<file path="src/rtl/fpu_pkg.sv">
// Shared FPU definitions: unit opcodes, collector state encoding and default word width.
package fpu_pkg;

  localparam int FPU_WIDTH = 32;

  localparam logic [2:0] OP_UNIT_A = 3'd0;
  localparam logic [2:0] OP_UNIT_B = 3'd1;
  localparam logic [2:0] OP_UNIT_C = 3'd2;
  localparam logic [2:0] OP_UNIT_D = 3'd3;
  localparam logic [2:0] OP_UNIT_E = 3'd4;

  typedef enum logic [1:0] {
    S_IDLE = 2'd0,
    S_WAIT = 2'd1,
    S_HOLD = 2'd2
  } col_state_t;

endpackage

</file>
<file path="src/rtl/fpu_wdt_counter.sv">
// Watchdog counter: counts enabled cycles, saturates at TIMEOUT-1 and flags expiry there.
module fpu_wdt_counter #(
  parameter int TIMEOUT = 64
) (
  input  logic clk,
  input  logic rst,
  input  logic i_clear,
  input  logic i_en,
  output logic o_expired
);

  localparam int CW = (TIMEOUT > 1) ? $clog2(TIMEOUT) : 1;
  localparam logic [CW-1:0] LIM = CW'(TIMEOUT - 1);

  logic [CW-1:0] r_cnt;

  // Saturating rather than wrapping keeps the expiry flag asserted once reached.
  always_ff @(posedge clk or posedge rst) begin
    if (rst) begin
      r_cnt <= '0;
    end else if (i_clear) begin
      r_cnt <= '0;
    end else if (i_en && (r_cnt != LIM)) begin
      r_cnt <= r_cnt + 1'b1;
    end
  end

  assign o_expired = (r_cnt == LIM);

endmodule

</file>
<file path="src/rtl/fpu_result_collector.sv">
// Waits for the issued unit's done strobe, captures its result and offers it on valid/ready;
// invalid opcodes and silent units come back as error results so the issuer never hangs.
module fpu_result_collector
  import fpu_pkg::*;
#(
  parameter int WIDTH     = FPU_WIDTH,
  parameter int NUM_UNITS = 5,
  parameter int TIMEOUT   = 64
) (
  input  logic                       clk,
  input  logic                       rst,
  input  logic                       start,
  input  logic [2:0]                 op,
  input  logic [NUM_UNITS-1:0]       done_vec,
  input  logic [NUM_UNITS*WIDTH-1:0] res_bus,
  output logic [WIDTH-1:0]           result,
  output logic [2:0]                 op_out,
  output logic                       result_valid,
  input  logic                       result_ready,
  output logic                       busy,
  output logic                       err,
  output logic                       timeout
);

  col_state_t       r_state;
  col_state_t       w_next;
  logic [WIDTH-1:0] r_result;
  logic [2:0]       r_op_out;
  logic             r_err;
  logic             r_timeout;

  logic             w_op_legal;
  logic             w_done;
  logic             w_expired;
  logic             w_cnt_clr;
  logic             w_cnt_en;
  logic [WIDTH-1:0] w_sel_res;
  logic [WIDTH-1:0] w_res_arr [NUM_UNITS];

  for (genvar g = 0; g < NUM_UNITS; g++) begin : g_slice
    assign w_res_arr[g] = res_bus[g*WIDTH +: WIDTH];
  end

  assign w_op_legal = ({1'b0, op} < 4'(NUM_UNITS));
  // Only the issued unit's strobe matters; r_op_out is always legal while in WAIT.
  assign w_done     = done_vec[r_op_out];
  assign w_sel_res  = w_res_arr[r_op_out];
  assign w_cnt_clr  = (r_state == S_IDLE) && start && w_op_legal;
  assign w_cnt_en   = (r_state == S_WAIT);

  fpu_wdt_counter #(
    .TIMEOUT (TIMEOUT)
  ) u_wdt (
    .clk       (clk),
    .rst       (rst),
    .i_clear   (w_cnt_clr),
    .i_en      (w_cnt_en),
    .o_expired (w_expired)
  );

  always_ff @(posedge clk or posedge rst) begin
    if (rst) begin
      r_state <= S_IDLE;
    end else begin
      r_state <= w_next;
    end
  end

  always_comb begin
    w_next = r_state;
    case (r_state)
      S_IDLE: if (start) w_next = w_op_legal ? S_WAIT : S_HOLD;
      S_WAIT: if (w_done || w_expired) w_next = S_HOLD;
      S_HOLD: if (result_ready) w_next = S_IDLE;
      default: w_next = S_IDLE;
    endcase
  end

  always_comb begin
    busy         = (r_state != S_IDLE);
    result_valid = (r_state == S_HOLD);
  end

  // Result fields change only on capture, so they stay stable through HOLD and the following IDLE.
  always_ff @(posedge clk or posedge rst) begin
    if (rst) begin
      r_result  <= '0;
      r_op_out  <= OP_UNIT_A;
      r_err     <= 1'b0;
      r_timeout <= 1'b0;
    end else begin
      case (r_state)
        S_IDLE: begin
          if (start) begin
            r_op_out <= op;
            if (!w_op_legal) begin
              r_result  <= '0;
              r_err     <= 1'b1;
              r_timeout <= 1'b0;
            end
          end
        end
        S_WAIT: begin
          if (w_done) begin
            r_result  <= w_sel_res;
            r_err     <= 1'b0;
            r_timeout <= 1'b0;
          end else if (w_expired) begin
            r_result  <= '0;
            r_err     <= 1'b1;
            r_timeout <= 1'b1;
          end
        end
        default: ;
      endcase
    end
  end

  assign result  = r_result;
  assign op_out  = r_op_out;
  assign err     = r_err;
  assign timeout = r_timeout;

endmodule
</file>
<file path="config.mk">
export PLATFORM = sky130hd
export DESIGN_NAME = fpu_result_collector
export DESIGN_NICKNAME = d
export VERILOG_FILES = /design/src/rtl/fpu_pkg.sv /design/src/rtl/fpu_wdt_counter.sv /design/src/rtl/fpu_result_collector.sv
export SDC_FILE = /design/constraint.sdc
export NUM_CORES = 1
export LEC_CHECK = 0
export ABC_AREA = 1
export BUFFER_PORTS_ARGS = -buffer_cell sky130_fd_sc_hd__buf_2
export CAP_MARGIN = 40
export CORE_ASPECT_RATIO = 1.1
export CORE_MARGIN = 10
export CORE_UTILIZATION = 24
export DETAILED_ROUTE_END_ITERATION = 10
export SLEW_MARGIN = 20
export SYNTH_ARGS = -nofsm -noshare
export SYNTH_HDL_FRONTEND = slang
export SYNTH_SLANG_ARGS = --single-unit
</file>
<file path="constraint.sdc">
create_clock -name clk -period 2.2 [get_ports clk]
set_input_delay 0.22 -clock clk [delete_from_list [all_inputs] [get_ports clk]]
set_output_delay 0.22 -clock clk [all_outputs]
set_load 0.02 [all_outputs]
</file>
==> impl_results.md, run 1 <==
* Crit path max fanout at 35
* Gr ovfl total at 0
* TNS Setup at 0 ns
* Wire per inst at 16.0 µm
* Antenna viol nets, final at 0
* CTS clk-pin slew, worst paths at 0.06 ns
* Synth Instances at 546
* Stages on worst setup path at 7
* Part of the Yosys area used for sequential elements at 33.6%
* Clock buffer depth at 2
* Hpwl dp at 11300 µm
* Gpl congestion at approximately 0.82
* Cts hold-fix bufs at 0
* Vias per cell at 4.51
* Area delta synth->final at 40.4%
* Die W at 133 µm
* Vias in the first global route at 4229
* Sequential Power Share at 23.1%
* Number of fill cells at 1614
* Routed WL at 14800 µm
* Overall die height at 144 µm
* CTS tree: yes
* Worst VDD drop at around 0.47 mV
* Core ar. at between 10000 and 15000 µm²
* Clk_lat worst skew at 0.28 ns
* Placed Cells at around 920
* Critical path type: reg2reg
* Crit path launch type: register
* Min cycle time layout at 1.83 ns
* I/O Buffers at 210
* Crit. End Element: register
* Number of top-level pins at 211
* Post-route DRC violation count at 0
* Synth Flop Type: dfrtp_1
* H-tree depth at 2
* FF+latch count, synth at 45
* Clk_skew at 0.00685 ns
* Fmax at around 0.55 GHz
* Slowest-stage cell, CP: dfrtp_1
* Post-route insts no fill at 927
* Setup Buffers After CTS at 0
* Critical-path cell list: ha_1 > nand3_1 > nor2_1 > nor2_4 > nand3_2 > nand2_4 > o31ai_1
* Post-CTS sizing at 0
* CTS buffer count at 5
* Avg Cell Area, Syn at slightly above 6 µm²
* Critical register-to-register path startpoint: u_wdt.r_cnt[0]
* Clock Sinks at 45
* WP data arrival at a little under 2 ns
* YS warnings at 0
* Outcome: completed
* Cell variety after synth at 23
* Largest stage delay, worst path at about 0.41 ns
* Reg-to-reg slack, setup at between 0.3 and 0.4 ns
* Gate power share at 62.9%
* Overall routing resource usage at 14.7%
* Net Sw Power at 2.90 mW
* Worst slew pin tran at between 0.6 and 0.7 ns
* Sw frac at a little over half
* Final hold violation count at 0
* Clock network power share at between 10% and 20%
* Worst slew margin at 59.3%
* Largest net degree at the start of global routing at between 40 and 50
* Worst Hold Class: in2async
* Critical R2R Capture: r_state[1]
* Diodes inserted at 0
* CP bufs+invs at 0
* Max-cap violation count at 0
* Min Hold Slack at slightly above 0.09 ns
* Die Footprint at 19100 µm²
* Leakage power at 2.78 nW
* PwrDens at about 1200 nW/µm²
* Pre-antenna DRT Iters at 4
* Mapped Nets at 719
* Ratio of cells with drive above 1 in the final layout at about 32%
* Post-synthesis cell area at 3350 µm²
* Initial Util at 24.4%
* First-pass GRT wire length at 22600 µm
* Worst EP required at around 2.4 ns
* Final worst-path cycle share at 83.1%
* Initial antenna violation count at 1
* Setup violators final at 0
* Nets at 911
* FFs w/ async S/R, synth at 100%
* Initial DRC count at 251
* CTS root buffer: clkbuf_16
* Via count at 4184
* Internal at 2.60 mW
* Delay-heaviest family, CP: simple AND/OR/NAND/NOR gates
* RSZ-0062 raised after global routing: false
* Standard-cell rows at 45
* EDFF count, synth at 0
* Max Slew Vio Count at 0
* R2R depth at 7
[metal layers]
layer | global-route usage (%) | wire (µm)
met4 | 3.24 | 209
met1 | 17.1 | 6230
met3 | 4.06 | 1020
met5 | 0 | 18
met2 | 26.2 | 7330
[how the worst max path moves through the flow]
stage                         from    endpoint  slack, ns
CTS                 u_wdt.r_cnt[0]  r_state[1]       0.36
global route        u_wdt.r_cnt[0]  result[22]       0.17
global placement    u_wdt.r_cnt[0]  r_state[1]       0.42
floorplan           u_wdt.r_cnt[0]  r_state[1]       0.67
detailed placement  u_wdt.r_cnt[0]  r_state[1]       0.35
finish              u_wdt.r_cnt[0]  r_state[1]       0.37
[cells in the mapped netlist, types with 2 or more instances]
| cell | instances | area share, % |
|---|---|---|
| buf_4 | 6 | 1.3 |
| nand3_1 | 172 | 26 |
| inv_1 | 7 | 0.78 |
| nor2_1 | 10 | 1.1 |
| dfrtp_1 | 45 | 34 |
| a21oi_1 | 3 | 0.45 |
| xnor2_1 | 4 | 1.0 |
| nand2_1 | 251 | 28 |
| clkbuf_1 | 19 | 2.1 |
| o21ai_0 | 2 | 0.30 |
| inv_2 | 2 | 0.22 |
| buf_6 | 3 | 1.0 |
| buf_2 | 12 | 1.8 |
[power by group through the flow]
| stage | Combinational [mW] | Clock (mW) | Sequential (mW) |
|---|---|---|---|
| after global routing | 3.87 | 0.821 | 1.31 |
| after CTS | 3.52 | 0.788 | 1.27 |
| after floorplan | 2.18 | 0 | 1.48 |
| after global placement | 3.48 | 0 | 1.28 |
| after detailed placement | 3.51 | 0 | 1.29 |
| final | 3.46 | 0.771 | 1.27 |
[cells by family (layout without fill, tap and decap cells)]
logic type | after synthesis | in the layout | synth area share, %
simple gates | 439 | 439 | 56.4
buf+inv | 50 | 243 | 7.39
flops | 45 | 45 | 33.6
compound gates | 6 | 6 | 0.970
xor+xnor | 5 | 5 | 1.31
fa+ha+maj | 1 | 1 | 0.373
[layout make-up]
| type | instances | area (µm²) | share of cell area, % |
|---|---|---|---|
| Timing Repair Buffer | 225 | 1180 | 25.0 |
| Tap cell | 188 | 235 | 5.00 |
| Clock buffer | 8 | 146 | 3.11 |
| Multi-Input combinational cell | 451 | 1990 | 42.2 |
| Inverter | 10 | 37.5 | 0.797 |
| Sequential cell | 45 | 1130 | 23.9 |
[sequential cells by signal, summed over array words and instances, names as in the netlist]
signal and cells:
u_wdt.r_cnt 6, timeout 1, err 1, result 32, r_state 2, op_out 3
[tightest hold or removal path: cells and delay by family]
family	cells	cell delay [ns]
buffers and inverters	3	0.62
[cells in the final DEF (no fill, tap or decap), types with 3 or more instances in the layout]
master,netlist,final
a21oi_1,3,3
buf_2,12,210
buf_4,6,14
clkbuf_16,0,5
dfrtp_1,45,44
inv_1,7,6
inv_2,2,3
nand2_1,251,251
nand3_1,172,172
nor2_1,10,10
xnor2_1,4,4
[per-stage QoR]
step	util [%]	instance area, µm²	setup WS, ns	power [mW]
final	34.3	4710	0.372	5.50
after global routing	34.3	4710	0.167	6.00
after CTS	34.3	4710	0.361	5.58
after detailed placement	33.2	4560	0.354	4.79
after global placement	33.2	4560	0.421	4.77
after floorplan	-	3350	0.673	3.66
(Power assumes the default switching activity.)
==> inputs of run 2 (changes only) <==
- clock period: 2.2 -> 1.89 ns (I/O delays scaled with it)
==> run 2 against run 1 <==
Net effect: register-to-register slack got worse by 0.20 ns; clock power increased by 36%; combinational power increased by 23%; sequential cell count unchanged; clock skew decreased by 0.0011 ns; sequential power increased by 15%; final area increased by 3.1%; highest routed layer unchanged.
==> impl_results.md, run 2 (synthesis gave the netlist of run 1 again) <==
* Outcome: completed
* Number of fill cells at between 1500 and 2000
* Critical register-to-register path startpoint: u_wdt.r_cnt[0]
* CTS clk-pin slew, worst paths at approximately 0.07 ns
* Pre-antenna DRT Iters at 5
* Post-route DRC violation count at 0
* CTS tree: yes
* Die Footprint at 19100 µm²
* Clock network power share at 15.5%
* Placed Cells at 925
* CTS root buffer: clkbuf_16
* Largest register FFs at 32
* Worst slew pin tran at 0.474 ns
* Gate power share at 63.0%
* Final hold violation count at 0
* Crit path to: result[4]
* Largest net degree at the start of global routing at 34
* Most frequent cells in the layout: nand2_1 (251), buf_2 (210), nand3_1 (172), dfrtp_1 (44), buf_4 (16)
* Most common cell after layout, fill and taps aside: nand2_1
* Gpl congestion at 0.838
* WP data arrival at 1.94 ns
* Worst Hold Class: in2reg
* I/O Buffers at 210
* Crit. End Element: register
* Standard-cell rows at 45
* Via count at 4241
* Crit path launch type: register
* R2R depth at 9
* Worst slew margin at 68.3%
* Area delta synth->final at 44.7%
* Sw frac at 50.7%
* TNS Setup at 0 ns
* CP startpoint: u_wdt.r_cnt[0]
* Initial DRC count at around 250
* Initial Util at between 20% and 30%
* Pre-CTS WS at 0.163 ns
* Post-route insts no fill at 935
* Initial antenna violation count at 2
* Setup Buffers After CTS at 0
* Die W at 133 µm
* Core ar. at 13700 µm²
* Overall power at roughly 6.8 mW
* Reg-to-reg slack, setup at 0.18 ns
* PwrDens at approximately 1400 nW/µm²
* Min cycle time layout at around 1.7 ns
* Fmax at 0.583 GHz
* Max-cap violation count at 0
* Worst VDD drop at 0.675 mV
* CTS buffer count at 5
* Clock Sinks at 45
* Overall die height at 144 µm
* Critical R2R Capture: result[4]
* Ratio of cells with drive above 1 in the final layout at between 30% and 40%
* Worst EP required at 2.12 ns
* Setup violators final at 0
* Vias per cell at 4.54
* Clk_skew at 0.00578 ns
* Final worst-path cycle share at ~90%
* Setup WS post-layout at 0.175 ns
* Sequential Power Share at 21.5%
* Net Sw Power at 3.44 mW
* Hpwl dp at 11800 µm
* Max Slew Vio Count at 0
* Gr ovfl total at 0
* Internal at 3.34 mW
* Min Hold Slack at 0.103 ns
* Routed WL at 14800 µm
* Wire per inst at 15.9 µm
* Crit path max fanout at 13
* Clock buffer depth at 2
* First-pass GRT wire length at approximately 23000 µm
* Leakage power at 2.85 nW
* Vias in the first global route at 4196
* Nets at approximately 920
* Clk_lat worst skew at 0.28 ns
* Antenna viol nets, final at 0
* Overall routing resource usage at 14.8%
* RSZ-0062 raised after global routing: false
* H-tree depth at 2
* Number of top-level pins at ~210
* Critical path type: reg2reg
==> run 2: worst min-delay path by stage <==
stage                 startpoint          to  slack (ns)  cells after the start
floorplan           result_ready  r_state[1]        0.28                      1
global placement             rst  result[28]        0.23                      2
detailed placement           rst  result[28]        0.24                      2
CTS                 result_ready  r_state[1]        0.11                      2
global route        result_ready  r_state[1]         0.1                      2
finish              result_ready  r_state[1]        0.10                      2
==> run 2: area by class of cell <==
cell class	count	area (µm²)	share of cell area, %
clock buffer	6	139	2.86
timing repair buffer	232	1280	26.4
multi-input combinational	451	1990	41.1
antenna	1	2.50	0.0515
inverter	10	37.5	0.773
tap	188	235	4.85
sequential	45	1130	23.2
clock inverter	2	37.5	0.773
==> run 2: power groups by stage <==
| stage | registers (mW) | logic (mW) | clock network [mW] |
|---|---|---|---|
| final | 1.46 | 4.27 | 1.05 |
| after global routing | 1.51 | 4.75 | 1.11 |
| after CTS | 1.46 | 4.32 | 1.07 |
| after detailed placement | 1.47 | 4.31 | 0 |
| after global placement | 1.47 | 4.28 | 0 |
| after floorplan | 1.72 | 2.54 | 0 |
==> run 2: critical path, stage by stage (launching register included) <==
cell and delay, ns:
dfrtp_1 0.42, ha_1 0.23, nand3_1 0.12, nor2_1 0.08, nor2_4 0.19, nand3_2 0.20, nand2_8 0.17, buf_12 0.15
nand2_1 0.06, nand2_1 0.05
==> run 2: timing repair <==
action                                  CTS  global route
resized for setup                         0             1
hold buffers                              1             0
endpoints found under the setup margin    0             1
endpoints found under the hold margin    19             0
==> run 2: stage by stage <==
stage               area (µm²)  util (%)
finish                    4850      35.3
global route              4850      35.3
CTS                       4840      35.3
detailed placement        4660      33.9
global placement          4660      33.9
floorplan                 3350         -
==> run 2: metal layers <==
metal | vias up | track usage (%) | share of wire, %
li1 | 2182 | - | -
met1 | 1882 | 17.9 | 42
met2 | 159 | 25.7 | 49
met3 | 16 | 4.20 | 7.3
met4 | 2 | 2.90 | 1.3
met5 | - | 0 | 0.047
